## src/rtl/autoconfig_host_scanner_pkg.sv

```systemverilog
// Shared types and constants for the host-side AutoConfig scanner.
package autoconfig_pkg;

    typedef enum logic [2:0] {
        ST_IDLE,
        ST_CHK,
        ST_RD_REQ,
        ST_RD_WAIT,
        ST_DECIDE,
        ST_WR_REQ,
        ST_WR_WAIT,
        ST_FIN
    } scan_state_t;

    localparam logic [6:0] NIB_TYPE  = 7'd0;
    localparam logic [6:0] NIB_PROD  = 7'd2;
    localparam logic [6:0] NIB_FLAGS = 7'd4;
    localparam logic [6:0] NIB_MFG   = 7'd8;
    localparam logic [6:0] NIB_SER   = 7'd12;
    localparam logic [6:0] NIB_LAST  = 7'd19;

    localparam logic [6:0] ADDRL_BASE   = 7'h11;
    localparam logic [6:0] ADDRL_SHUTUP = 7'h13;

    localparam logic [1:0] ER_TYPE_Z3 = 2'b10;

    // Serial nibble index to the card's ADDRL: LSB of the index selects the odd half.
    function automatic logic [6:0] nib_to_addrl(input logic [6:0] idx);
        return {idx[0], idx[6:1]};
    endfunction

endpackage

```

## src/rtl/autoconfig_host_scanner_if.sv

```systemverilog
// Config-space access bus between the scanner (master) and the card responder (slave).
interface autoconfig_host_scanner_if;

    logic       bus_req;
    logic       bus_read;
    logic [6:0] bus_addrl;
    logic [3:0] bus_wdata;
    logic [3:0] bus_rdata;
    logic       bus_ack;

    modport master (
        output bus_req,
        output bus_read,
        output bus_addrl,
        output bus_wdata,
        input  bus_rdata,
        input  bus_ack
    );

    modport slave (
        input  bus_req,
        input  bus_read,
        input  bus_addrl,
        input  bus_wdata,
        output bus_rdata,
        output bus_ack
    );

endinterface

```

## src/rtl/autoconfig_host_scanner_ac_access_timer.sv

```systemverilog
// Per-access ack timeout: reloads at each new request, counts through both handshake phases.
module ac_access_timer #(
    parameter int unsigned TIMEOUT_CYCLES = 255
) (
    input  logic clk,
    input  logic rst,
    input  logic reload,
    input  logic count,
    output logic expired
);

    localparam int unsigned CW = (TIMEOUT_CYCLES > 1) ? $clog2(TIMEOUT_CYCLES) : 1;
    localparam logic [CW-1:0] CNT_LAST = CW'(TIMEOUT_CYCLES - 1);

    logic [CW-1:0] cnt;

    // Expiry flags the final allowed cycle so the caller leaves on that edge.
    assign expired = count && (cnt == CNT_LAST);

    always_ff @(posedge clk or posedge rst) begin
        if (rst) begin
            cnt <= '0;
        end else if (reload) begin
            cnt <= '0;
        end else if (count && !expired) begin
            cnt <= cnt + CW'(1);
        end
    end

endmodule

```

## src/rtl/autoconfig_host_scanner.sv

```systemverilog
// Host AutoConfig initiator: reads a card's ER nibbles, then assigns its base or shuts it up.
module autoconfig_host_scanner
    import autoconfig_pkg::*;
#(
    parameter int unsigned TIMEOUT_CYCLES = 255,
    parameter logic [6:0]  LAST_NIBBLE    = NIB_LAST
) (
    input  logic        CLK,
    input  logic        RESET,
    input  logic        start,
    input  logic [3:0]  base_nibble,
    input  logic        force_shutup,
    input  logic        cfgin_n,
    autoconfig_host_scanner_if.master bus,
    output logic        busy,
    output logic        done,
    output logic        card_present,
    output logic        configured,
    output logic        timeout_err,
    output logic [7:0]  er_type,
    output logic [7:0]  prod_id,
    output logic [7:0]  er_flags,
    output logic [15:0] mfg_id,
    output logic [31:0] serial
);

    scan_state_t state, state_nxt;

    logic [6:0] nib_idx;
    logic [3:0] base_q;
    logic       shutup_q;
    logic [6:0] wr_addrl;
    logic [3:0] wr_data;
    logic       wr_is_base;

    logic tmr_reload;
    logic tmr_count;
    logic tmr_expired;
    logic abort;
    logic capture;

    ac_access_timer #(
        .TIMEOUT_CYCLES(TIMEOUT_CYCLES)
    ) u_timer (
        .clk    (CLK),
        .rst    (RESET),
        .reload (tmr_reload),
        .count  (tmr_count),
        .expired(tmr_expired)
    );

    always_ff @(posedge CLK or posedge RESET) begin
        if (RESET) begin
            state <= ST_IDLE;
        end else begin
            state <= state_nxt;
        end
    end

    always_comb begin
        state_nxt      = state;
        bus.bus_req    = 1'b0;
        bus.bus_read   = 1'b1;
        bus.bus_addrl  = '0;
        bus.bus_wdata  = '0;
        busy           = 1'b1;
        done           = 1'b0;
        tmr_reload     = 1'b0;
        tmr_count      = 1'b0;
        abort          = 1'b0;
        capture        = 1'b0;

        case (state)
            ST_IDLE: begin
                busy = 1'b0;
                if (start) begin
                    state_nxt = ST_CHK;
                end
            end
            ST_CHK: begin
                if (cfgin_n) begin
                    state_nxt = ST_FIN;
                end else begin
                    state_nxt  = ST_RD_REQ;
                    tmr_reload = 1'b1;
                end
            end
            ST_RD_REQ: begin
                bus.bus_req   = 1'b1;
                bus.bus_addrl = nib_to_addrl(nib_idx);
                tmr_count     = 1'b1;
                if (bus.bus_ack) begin
                    capture   = 1'b1;
                    state_nxt = ST_RD_WAIT;
                end else if (tmr_expired) begin
                    abort     = 1'b1;
                    state_nxt = ST_FIN;
                end
            end
            ST_RD_WAIT: begin
                bus.bus_addrl = nib_to_addrl(nib_idx);
                tmr_count     = 1'b1;
                if (!bus.bus_ack) begin
                    if (nib_idx == LAST_NIBBLE) begin
                        state_nxt = ST_DECIDE;
                    end else begin
                        state_nxt  = ST_RD_REQ;
                        tmr_reload = 1'b1;
                    end
                end else if (tmr_expired) begin
                    abort     = 1'b1;
                    state_nxt = ST_FIN;
                end
            end
            ST_DECIDE: begin
                state_nxt  = ST_WR_REQ;
                tmr_reload = 1'b1;
            end
            ST_WR_REQ: begin
                bus.bus_req   = 1'b1;
                bus.bus_read  = 1'b0;
                bus.bus_addrl = wr_addrl;
                bus.bus_wdata = wr_data;
                tmr_count     = 1'b1;
                if (bus.bus_ack) begin
                    state_nxt = ST_WR_WAIT;
                end else if (tmr_expired) begin
                    abort     = 1'b1;
                    state_nxt = ST_FIN;
                end
            end
            ST_WR_WAIT: begin
                bus.bus_read  = 1'b0;
                bus.bus_addrl = wr_addrl;
                bus.bus_wdata = wr_data;
                tmr_count     = 1'b1;
                if (!bus.bus_ack) begin
                    state_nxt = ST_FIN;
                end else if (tmr_expired) begin
                    abort     = 1'b1;
                    state_nxt = ST_FIN;
                end
            end
            ST_FIN: begin
                busy      = 1'b0;
                done      = 1'b1;
                state_nxt = ST_IDLE;
            end
            default: begin
                state_nxt = ST_IDLE;
            end
        endcase
    end

    always_ff @(posedge CLK or posedge RESET) begin
        if (RESET) begin
            nib_idx      <= '0;
            base_q       <= '0;
            shutup_q     <= 1'b0;
            wr_addrl     <= '0;
            wr_data      <= '0;
            wr_is_base   <= 1'b0;
            card_present <= 1'b0;
            configured   <= 1'b0;
            timeout_err  <= 1'b0;
        end else begin
            if (state == ST_IDLE && start) begin
                base_q       <= base_nibble;
                shutup_q     <= force_shutup;
                card_present <= 1'b0;
                configured   <= 1'b0;
                timeout_err  <= 1'b0;
            end
            if (state == ST_CHK) begin
                nib_idx <= '0;
            end
            if (state == ST_RD_WAIT && !bus.bus_ack && nib_idx != LAST_NIBBLE) begin
                nib_idx <= nib_idx + 7'd1;
            end
            if (state == ST_DECIDE) begin
                card_present <= 1'b1;
                // Anything that is not a Zorro III board is shut up rather than mapped.
                if (shutup_q || er_type[7:6] != ER_TYPE_Z3) begin
                    wr_addrl   <= ADDRL_SHUTUP;
                    wr_data    <= '0;
                    wr_is_base <= 1'b0;
                end else begin
                    wr_addrl   <= ADDRL_BASE;
                    wr_data    <= base_q;
                    wr_is_base <= 1'b1;
                end
            end
            if (state == ST_WR_WAIT && !bus.bus_ack) begin
                configured <= wr_is_base;
            end
            if (abort) begin
                timeout_err <= 1'b1;
            end
        end
    end

    always_ff @(posedge CLK or posedge RESET) begin
        if (RESET) begin
            er_type  <= '0;
            prod_id  <= '0;
            er_flags <= '0;
            mfg_id   <= '0;
            serial   <= '0;
        end else if (capture) begin
            // Everything except the type byte is stored inverted on the card.
            case (nib_idx)
                NIB_TYPE:          er_type[7:4]   <= bus.bus_rdata;
                NIB_TYPE + 7'd1:   er_type[3:0]   <= bus.bus_rdata;
                NIB_PROD:          prod_id[7:4]   <= ~bus.bus_rdata;
                NIB_PROD + 7'd1:   prod_id[3:0]   <= ~bus.bus_rdata;
                NIB_FLAGS:         er_flags[7:4]  <= ~bus.bus_rdata;
                NIB_FLAGS + 7'd1:  er_flags[3:0]  <= ~bus.bus_rdata;
                NIB_MFG:           mfg_id[15:12]  <= ~bus.bus_rdata;
                NIB_MFG + 7'd1:    mfg_id[11:8]   <= ~bus.bus_rdata;
                NIB_MFG + 7'd2:    mfg_id[7:4]    <= ~bus.bus_rdata;
                NIB_MFG + 7'd3:    mfg_id[3:0]    <= ~bus.bus_rdata;
                NIB_SER:           serial[31:28]  <= ~bus.bus_rdata;
                NIB_SER + 7'd1:    serial[27:24]  <= ~bus.bus_rdata;
                NIB_SER + 7'd2:    serial[23:20]  <= ~bus.bus_rdata;
                NIB_SER + 7'd3:    serial[19:16]  <= ~bus.bus_rdata;
                NIB_SER + 7'd4:    serial[15:12]  <= ~bus.bus_rdata;
                NIB_SER + 7'd5:    serial[11:8]   <= ~bus.bus_rdata;
                NIB_SER + 7'd6:    serial[7:4]    <= ~bus.bus_rdata;
                NIB_SER + 7'd7:    serial[3:0]    <= ~bus.bus_rdata;
                default: ;
            endcase
        end
    end

endmodule

```

## src/flat_wrapper.sv

```systemverilog
// flat-port wrapper written by rule: the top's interface ports become plain ports
module autoconfig_host_scanner_flat import autoconfig_pkg::*;
#(
    parameter int unsigned TIMEOUT_CYCLES = 255,
    parameter logic [6:0]  LAST_NIBBLE    = NIB_LAST
)
  (CLK, RESET, start, base_nibble, force_shutup, cfgin_n, busy, done, card_present, configured, timeout_err, er_type, prod_id, er_flags, mfg_id, serial, bus_bus_req, bus_bus_read, bus_bus_addrl, bus_bus_wdata, bus_bus_rdata, bus_bus_ack);
  autoconfig_host_scanner_if bus_i ();
  input  logic CLK;
  input  logic RESET;
  input  logic start;
  input  logic [3:0] base_nibble;
  input  logic force_shutup;
  input  logic cfgin_n;
  output logic busy;
  output logic done;
  output logic card_present;
  output logic configured;
  output logic timeout_err;
  output logic [7:0] er_type;
  output logic [7:0] prod_id;
  output logic [7:0] er_flags;
  output logic [15:0] mfg_id;
  output logic [31:0] serial;
  output wire logic [$bits(bus_i.bus_req)-1:0] bus_bus_req;
  output wire logic [$bits(bus_i.bus_read)-1:0] bus_bus_read;
  output wire logic [$bits(bus_i.bus_addrl)-1:0] bus_bus_addrl;
  output wire logic [$bits(bus_i.bus_wdata)-1:0] bus_bus_wdata;
  input wire logic [$bits(bus_i.bus_rdata)-1:0] bus_bus_rdata;
  input wire logic [$bits(bus_i.bus_ack)-1:0] bus_bus_ack;
  assign bus_bus_req = bus_i.bus_req;
  assign bus_bus_read = bus_i.bus_read;
  assign bus_bus_addrl = bus_i.bus_addrl;
  assign bus_bus_wdata = bus_i.bus_wdata;
  assign bus_i.bus_rdata = bus_bus_rdata;
  assign bus_i.bus_ack = bus_bus_ack;
  autoconfig_host_scanner #(.TIMEOUT_CYCLES(TIMEOUT_CYCLES), .LAST_NIBBLE(LAST_NIBBLE)) u_core (.CLK(CLK), .RESET(RESET), .start(start), .base_nibble(base_nibble), .force_shutup(force_shutup), .cfgin_n(cfgin_n), .bus(bus_i), .busy(busy), .done(done), .card_present(card_present), .configured(configured), .timeout_err(timeout_err), .er_type(er_type), .prod_id(prod_id), .er_flags(er_flags), .mfg_id(mfg_id), .serial(serial));
endmodule
```

## config.mk

```make
export PLATFORM = sky130hd
export DESIGN_NAME = autoconfig_host_scanner_flat
export DESIGN_NICKNAME = d
export VERILOG_FILES = /design/src/rtl/autoconfig_host_scanner_pkg.sv /design/src/rtl/autoconfig_host_scanner_if.sv /design/src/rtl/autoconfig_host_scanner_ac_access_timer.sv /design/src/rtl/autoconfig_host_scanner.sv /design/src/flat_wrapper.sv
export SDC_FILE = /design/constraint.sdc
export NUM_CORES = 1
export LEC_CHECK = 0
export ABC_CLOCK_PERIOD_IN_PS = 6090
export CAP_MARGIN = 20
export CORE_MARGIN = 5
export CORE_UTILIZATION = 54
export CTS_CLUSTER_DIAMETER = 80
export DETAILED_ROUTE_END_ITERATION = 8
export HOLD_SLACK_MARGIN = 0.06
export PLACE_DENSITY = 0.85
export SETUP_SLACK_MARGIN = 0.1
export SLEW_MARGIN = 20
export SYNTH_ARGS = -nofsm -noshare
export SYNTH_HDL_FRONTEND = slang
export SYNTH_SLANG_ARGS = --single-unit
```

## constraint.sdc

```tcl
create_clock -name CLK -period 6.09 [get_ports CLK]
set_clock_uncertainty 0.1 [all_clocks]
set_input_delay 0.609 -clock CLK [delete_from_list [all_inputs] [get_ports CLK]]
set_output_delay 0.609 -clock CLK [all_outputs]
set_load 0.02 [all_outputs]
```

# Word-level counts from Yosys, hierarchy flattened

Cells that the tools add are included.

Bitwise operators: 1
Reduce and logical (&&, ||, !) cells: 40
Eq/ne operators: 28
Mux-type cells: 37
Add/subtract/negate cells: 2

Operators by type and width:

| operator                                                        | count |
|---|---|
| 7-bit by 4-bit == test with 1-bit output, second input constant | 8 |
| 2-bit AND reduction                                             | 18 |
| 7-bit by 5-bit == test with 1-bit output, second input constant | 4 |
| 3-bit 2-to-1 mux                                                | 8 |
| 3-bit case mux with 8 select lines                              | 1 |
| 1-bit 2-to-1 mux                                                | 18 |
| 8-bit 2-to-1 mux                                                | 2 |
| 7-bit by 2-bit == test with 1-bit output, second input constant | 2 |
| 7-bit by 3-bit == test with 1-bit output, second input constant | 2 |
| 7-bit 2-to-1 mux                                                | 2 |
| 7-bit case mux with 2 select lines                              | 1 |
| 3-bit == test, second input constant                            | 4 |
| 2-bit nonzero test                                              | 5 |
| 2-bit OR reduction                                              | 5 |
| 8-bit by 1-bit adder with 8-bit output, second input constant   | 1 |
| 8-bit == test, second input constant                            | 1 |
| 4-bit 2-to-1 mux                                                | 2 |
| 7-bit by 1-bit adder with 7-bit output, second input constant   | 1 |
| 7-bit by 1-bit == test with 1-bit output, second input constant | 1 |
| 7-bit logical NOT                                               | 1 |
| 7-bit by 5-bit != test with 1-bit output, second input constant | 1 |
| 3-bit by 2-bit == test with 1-bit output, second input constant | 2 |
| 1-bit logical AND                                               | 6 |
| 2-bit != test, second input constant                            | 2 |
| 9 further kinds                                                 | 10 |

Bits in registers: 110
Logic and storage cells: 137

# Logic depth before layout (Yosys ltp)

Depth after elaboration: 8
Depth in mapped cells: 7
Mapped depth without buffers: 6

# Cells and area by module

A second synthesis with hierarchy kept.

Cell total of the unflattened synthesis: 447
Area, all modules: 4,718.3 um2

By module, submodules not included:

| module                  | cells an instance | times used | area an instance (um2) |
|---|---|---|---|
| autoconfig_host_scanner | 397               | 1          | 4,219.0 |
| ac_access_timer         | 50                | 1          | 499.2 |

# Worst setup path before layout

Ideal clock, no wire load.

Path type: register -> output
From: register u_core.state[1]
To: output port busy
Arrival: 1,478 ps
Stages on the path, launching flop included: 5
Setup slack: 3,903 ps
Required time: 5,381 ps
Buffers on the path: 2
Path through: dfrtp_1 clkbuf_1 clkbuf_1 and3_1 nor2_1

Longest elaborated chain between the ends: 3

Ends and longest elaborated chain:

| item                                               | RTL line                      | text |
|---|---|---|
| start, declared                                    | autoconfig_host_scanner.sv:27 | `scan_state_t state, state_nxt;` |
| start signal, assigned                             | autoconfig_host_scanner.sv:56 | `state <= state_nxt;` |
| 3-bit == test or 3-bit logical NOT (tied branches) | autoconfig_host_scanner.sv:73 | `case (state)` |
| 2-bit OR reduction (no source line) (*)            | -                             |  |
| 1-bit 2-to-1 mux (*)                               | autoconfig_host_scanner.sv:73 |  |
| end, declared                                      | flat_wrapper.sv:15            | `output logic busy;` |

Every way passes the cells marked *; elsewhere a longest branch is shown, timed or not.

# Final worst setup path

From: register u_core.state[1]
To: output port bus_bus_req

Longest elaborated chain between the ends: 3

Ends and longest elaborated chain:

| item                                                                      | RTL line                      | text |
|---|---|---|
| 3-bit by 2-bit == test with 1-bit output or 3-bit == test (tied branches) | autoconfig_host_scanner.sv:73 |  |
| 2-bit OR reduction (no source line) (*)                                   | -                             |  |
| 1-bit 2-to-1 mux (*)                                                      | autoconfig_host_scanner.sv:73 |  |
| end, declared                                                             | flat_wrapper.sv:25            | `output wire logic [$bits(bus_i.bus_req)-1:0] bus_bus_req;` |

Marked as above.

==> summary.md <==
| Metric | Value |
|---|---|
| Die ar. | 10700 sq um |
| Worst Hold Path EP | u_core.prod_id[6]$_DFFE_PP0P_ |
| First-pass GRT wire length | 18600 microns |
| Final #Nets | 567 |
| Post-CTS Resized | 0 |
| Final Cell Area | 5980 sq um |
| Crit-path max FO | 26 |
| Hold_buf cts | 0 |
| FFs w/ async S/R, synth | 100% |
| Placed Area | 5800 sq um |
| Clk slew on worst S/H paths | 100 ps |
| Layout cells sized above 1 | 8.88% |
| Area growth syn-to-layout | 26.6% |
| Worst r2r dst | u_core.u_timer.cnt[4]$_DFFE_PP0P_ |
| P per Cell Area | 370 nW/um^2 |
| Status | finished clean |
| Crit. End Element | output pin |
| Die height | 104 microns |
| Hold Path Class | register to register |
| Hold Path Stages | 2 |
| Max-slew violations | 0 |
| Crit Reg-Reg Startpoint | u_core.nib_idx[0]$_DFFE_PP0P_ |
| Synth top area share | 55.6% |
| Initial core utilization | 54.7% |
| GRT Util Overall | 20.7% |
| DRC viols | 0 |
| R2r setup slk | 3580 ps |
| Yosys warns | 0 |
| DR vias | 3691 |
| Worst setup SP type | register |
| Gr ovfl total | 0 |
| Avg Cell Area, Syn | 10.4 sq um |
| Hpwl dp | 8070 microns |
| Worst stage delay on the critical path | 830 ps |
| Clock sinks | 105 |
| Commonest non-fill, non-tap cells in the layout | 105 x dfrtp_1, 103 x clkdlybuf4s50_1, 67 x nand2_1, 60 x o21ai_0, 16 x inv_1 |
| CTS tree | built |
| Worst skew pair latency | 370 ps |
| DRT iter0 DRCs | 127 |
| Largest area contributor in the netlist | dfrtp_1 |
| Setup TNS | 0 ps |
| Most used DFF post-synth | dfrtp_1 |
| Num rows | 34 |
| Wire per inst | 16.8 microns |
| Vias per inst | 5.59 |
| Leakage | 2.61 nW |
| Fmax | 309 MHz |
| R2r worst-path depth | 5 |
| Synthesized area | 4720 sq um |
| Pin count of the biggest net entering global routing | 64 |
| Die W | 104 microns |
| Final setup viols | 0 |
| Final antenna-violating net count | 0 |
| Critical path data arrival time | 2520 ps |
| Post-Syn Instances | 452 |
| Boundary pin count | 104 |
| Most common cell after layout, fill and taps aside | dfrtp_1 |
| Max IR drop VDD | 0.228 mV |
| Vias in the first global route | 3693 |
| Register bit total from synthesis | 105 |
| Setup bufs post-CTS | 0 |
| Placer congestion estimate | 0.841 |
| PortBufs | 103 |
| Worst path cell trace | nor3b_2 -> or2_2 -> clkdlybuf4s50_1 |
| Root buffer cell | clkbuf_8 |
| Netlist cell types | 54 |
| DRT Pass-1 Iters | 4 |
| Number of flops mapped to enable cells by yosys | 0 |
| H-tree lvl count | 3 |
| Crit Path Class | register to output pin |
| Total Wirelength | 11100 microns |
| Cts bufs inserted | 9 |
| Hold Startpoint | u_core.prod_id[6]$_DFFE_PP0P_ |
| Slowest stage cell, crit path | dfrtp_1 |
| Worst-margin pin slew | 776 ps |
| Dominant cells by area after synthesis | dfrtp_1 56%, o21ai_0 6.4%, nand2_1 5.3% |
| Seq/Total Area, Yosys | 55.6% |
| Max-cap violations | 0 |
| ANT cells | 0 |
| Post-Syn Nets | 472 |
| Initial antenna violation count | 0 |
| RSZ-0062 raised after global routing | no |
| Total core area | 8640 sq um |
| CTS Buffer Depth | 2 |
| Final hold violation count | 0 |
| Worst path required time | 5380 ps |
| Final period utilization | 53.1% |
| Slew headroom | 48.1% |
| Shortest period the worst path allows | 3230 ps |
-- power by group --
part / total [W] / switching (W) / internal [W]
combinational: 0.000805 / 0.000418 / 0.000387
clock: 0.000392 / 0.000240 / 0.000152
sequential: 0.00102 / 0.000148 / 0.000868
total: 0.00221 / 0.000806 / 0.00141
-- Yosys cell counts (6+ instances only) --
master / number
dfrtp_1: 105
nand2_1: 67
o21ai_0: 60
inv_1: 17
a21oi_1: 14
mux2_2: 13
nand4_1: 13
clkbuf_1: 12
nor2_1: 12
and2_1: 11
nand3_1: 11
nand2b_1: 10
mux2i_1: 8
buf_2: 7
nor2b_1: 7
a21o_1: 6
a22o_1: 6
ha_1: 6
-- critical path: cells and delay by family (launching register included) --
family | cells | cell delay (ps)
AND/OR/NAND/NOR | 2 | 710
buffers and inverters | 1 | 610
flip-flops | 1 | 830
-- registers in the layout (all words and copies together) (netlist names) --
| name | flops |
|---|---|
| u_core.u_timer.cnt | 8 |
| u_core.state | 3 |
| u_core.shutup_q | 1 |
| u_core.wr_addrl | 2 |
| u_core.configured | 1 |
| u_core.wr_is_base | 1 |
| u_core.serial | 32 |
| u_core.er_flags | 8 |
| u_core.er_type | 8 |
| u_core.wr_data | 4 |
| u_core.prod_id | 8 |
| u_core.card_present | 1 |
| u_core.nib_idx | 7 |
| u_core.timeout_err | 1 |
| u_core.base_q | 4 |
| u_core.mfg_id | 16 |
-- cell type report --
class / instances / area, sq um
clock inverters: 5 / 41.3
repair buffers: 105 / 1050
multi-input cells: 309 / 1930
clock buffers: 11 / 131
fillers: 659 / 2660
inverters: 17 / 66.3
flip-flops and latches: 105 / 2630
well taps: 108 / 135
-- logic make-up (layout without fill, tap and decap cells) --
family                   Yosys count  in the layout  share of synthesized area [%]
flip-flops                       105            105                           55.6
AO/OA/AOI/OAI                    114            114                           14.5
multiplexers                      21             21                           4.80
adder cells (fa/ha/maj)            6              6                           1.59
XOR/XNOR                           3              3                          0.557
AND/OR/NAND/NOR                  165            165                           19.4
buffers and inverters             38            138                           3.52
-- stage by stage --
step                      setup WS [ps]  utilization [%]  instances  hold slack [ps]  total power [W]
after floorplan                    2620                -        452              348          0.00145
after global placement             3410             67.2        644              362          0.00180
after detailed placement           3290             67.2        644              373          0.00184
after CTS                          2870             69.2        660              394          0.00223
after global routing               2600             69.2        660              413          0.00234
final                              2860             69.2        660              390          0.00221
-- worst max-delay path by stage --
stage	end	from	slack (ps)
global placement	bus_bus_req	u_core.state[1]$_DFFE_PP0P_	3410
floorplan	u_core.base_q[0]$_DFFE_PP0P_	RESET	2620
global route	bus_bus_addrl[0]	u_core.state[2]$_DFFE_PP0P_	2600
finish	bus_bus_req	u_core.state[1]$_DFFE_PP0P_	2860
CTS	bus_bus_req	u_core.state[1]$_DFFE_PP0P_	2870
detailed placement	bus_bus_req	u_core.state[1]$_DFFE_PP0P_	3290
-- metal layers --
metal	vias up	wire length, microns	global-route usage, %
met5	-	0	0
met2	128	5400	33.2
met1	1778	4850	27.5
met3	16	717	6.78
li1	1769	-	-
met4	0	126	4.59
Note: power is estimated with default switching activity, not from simulation.
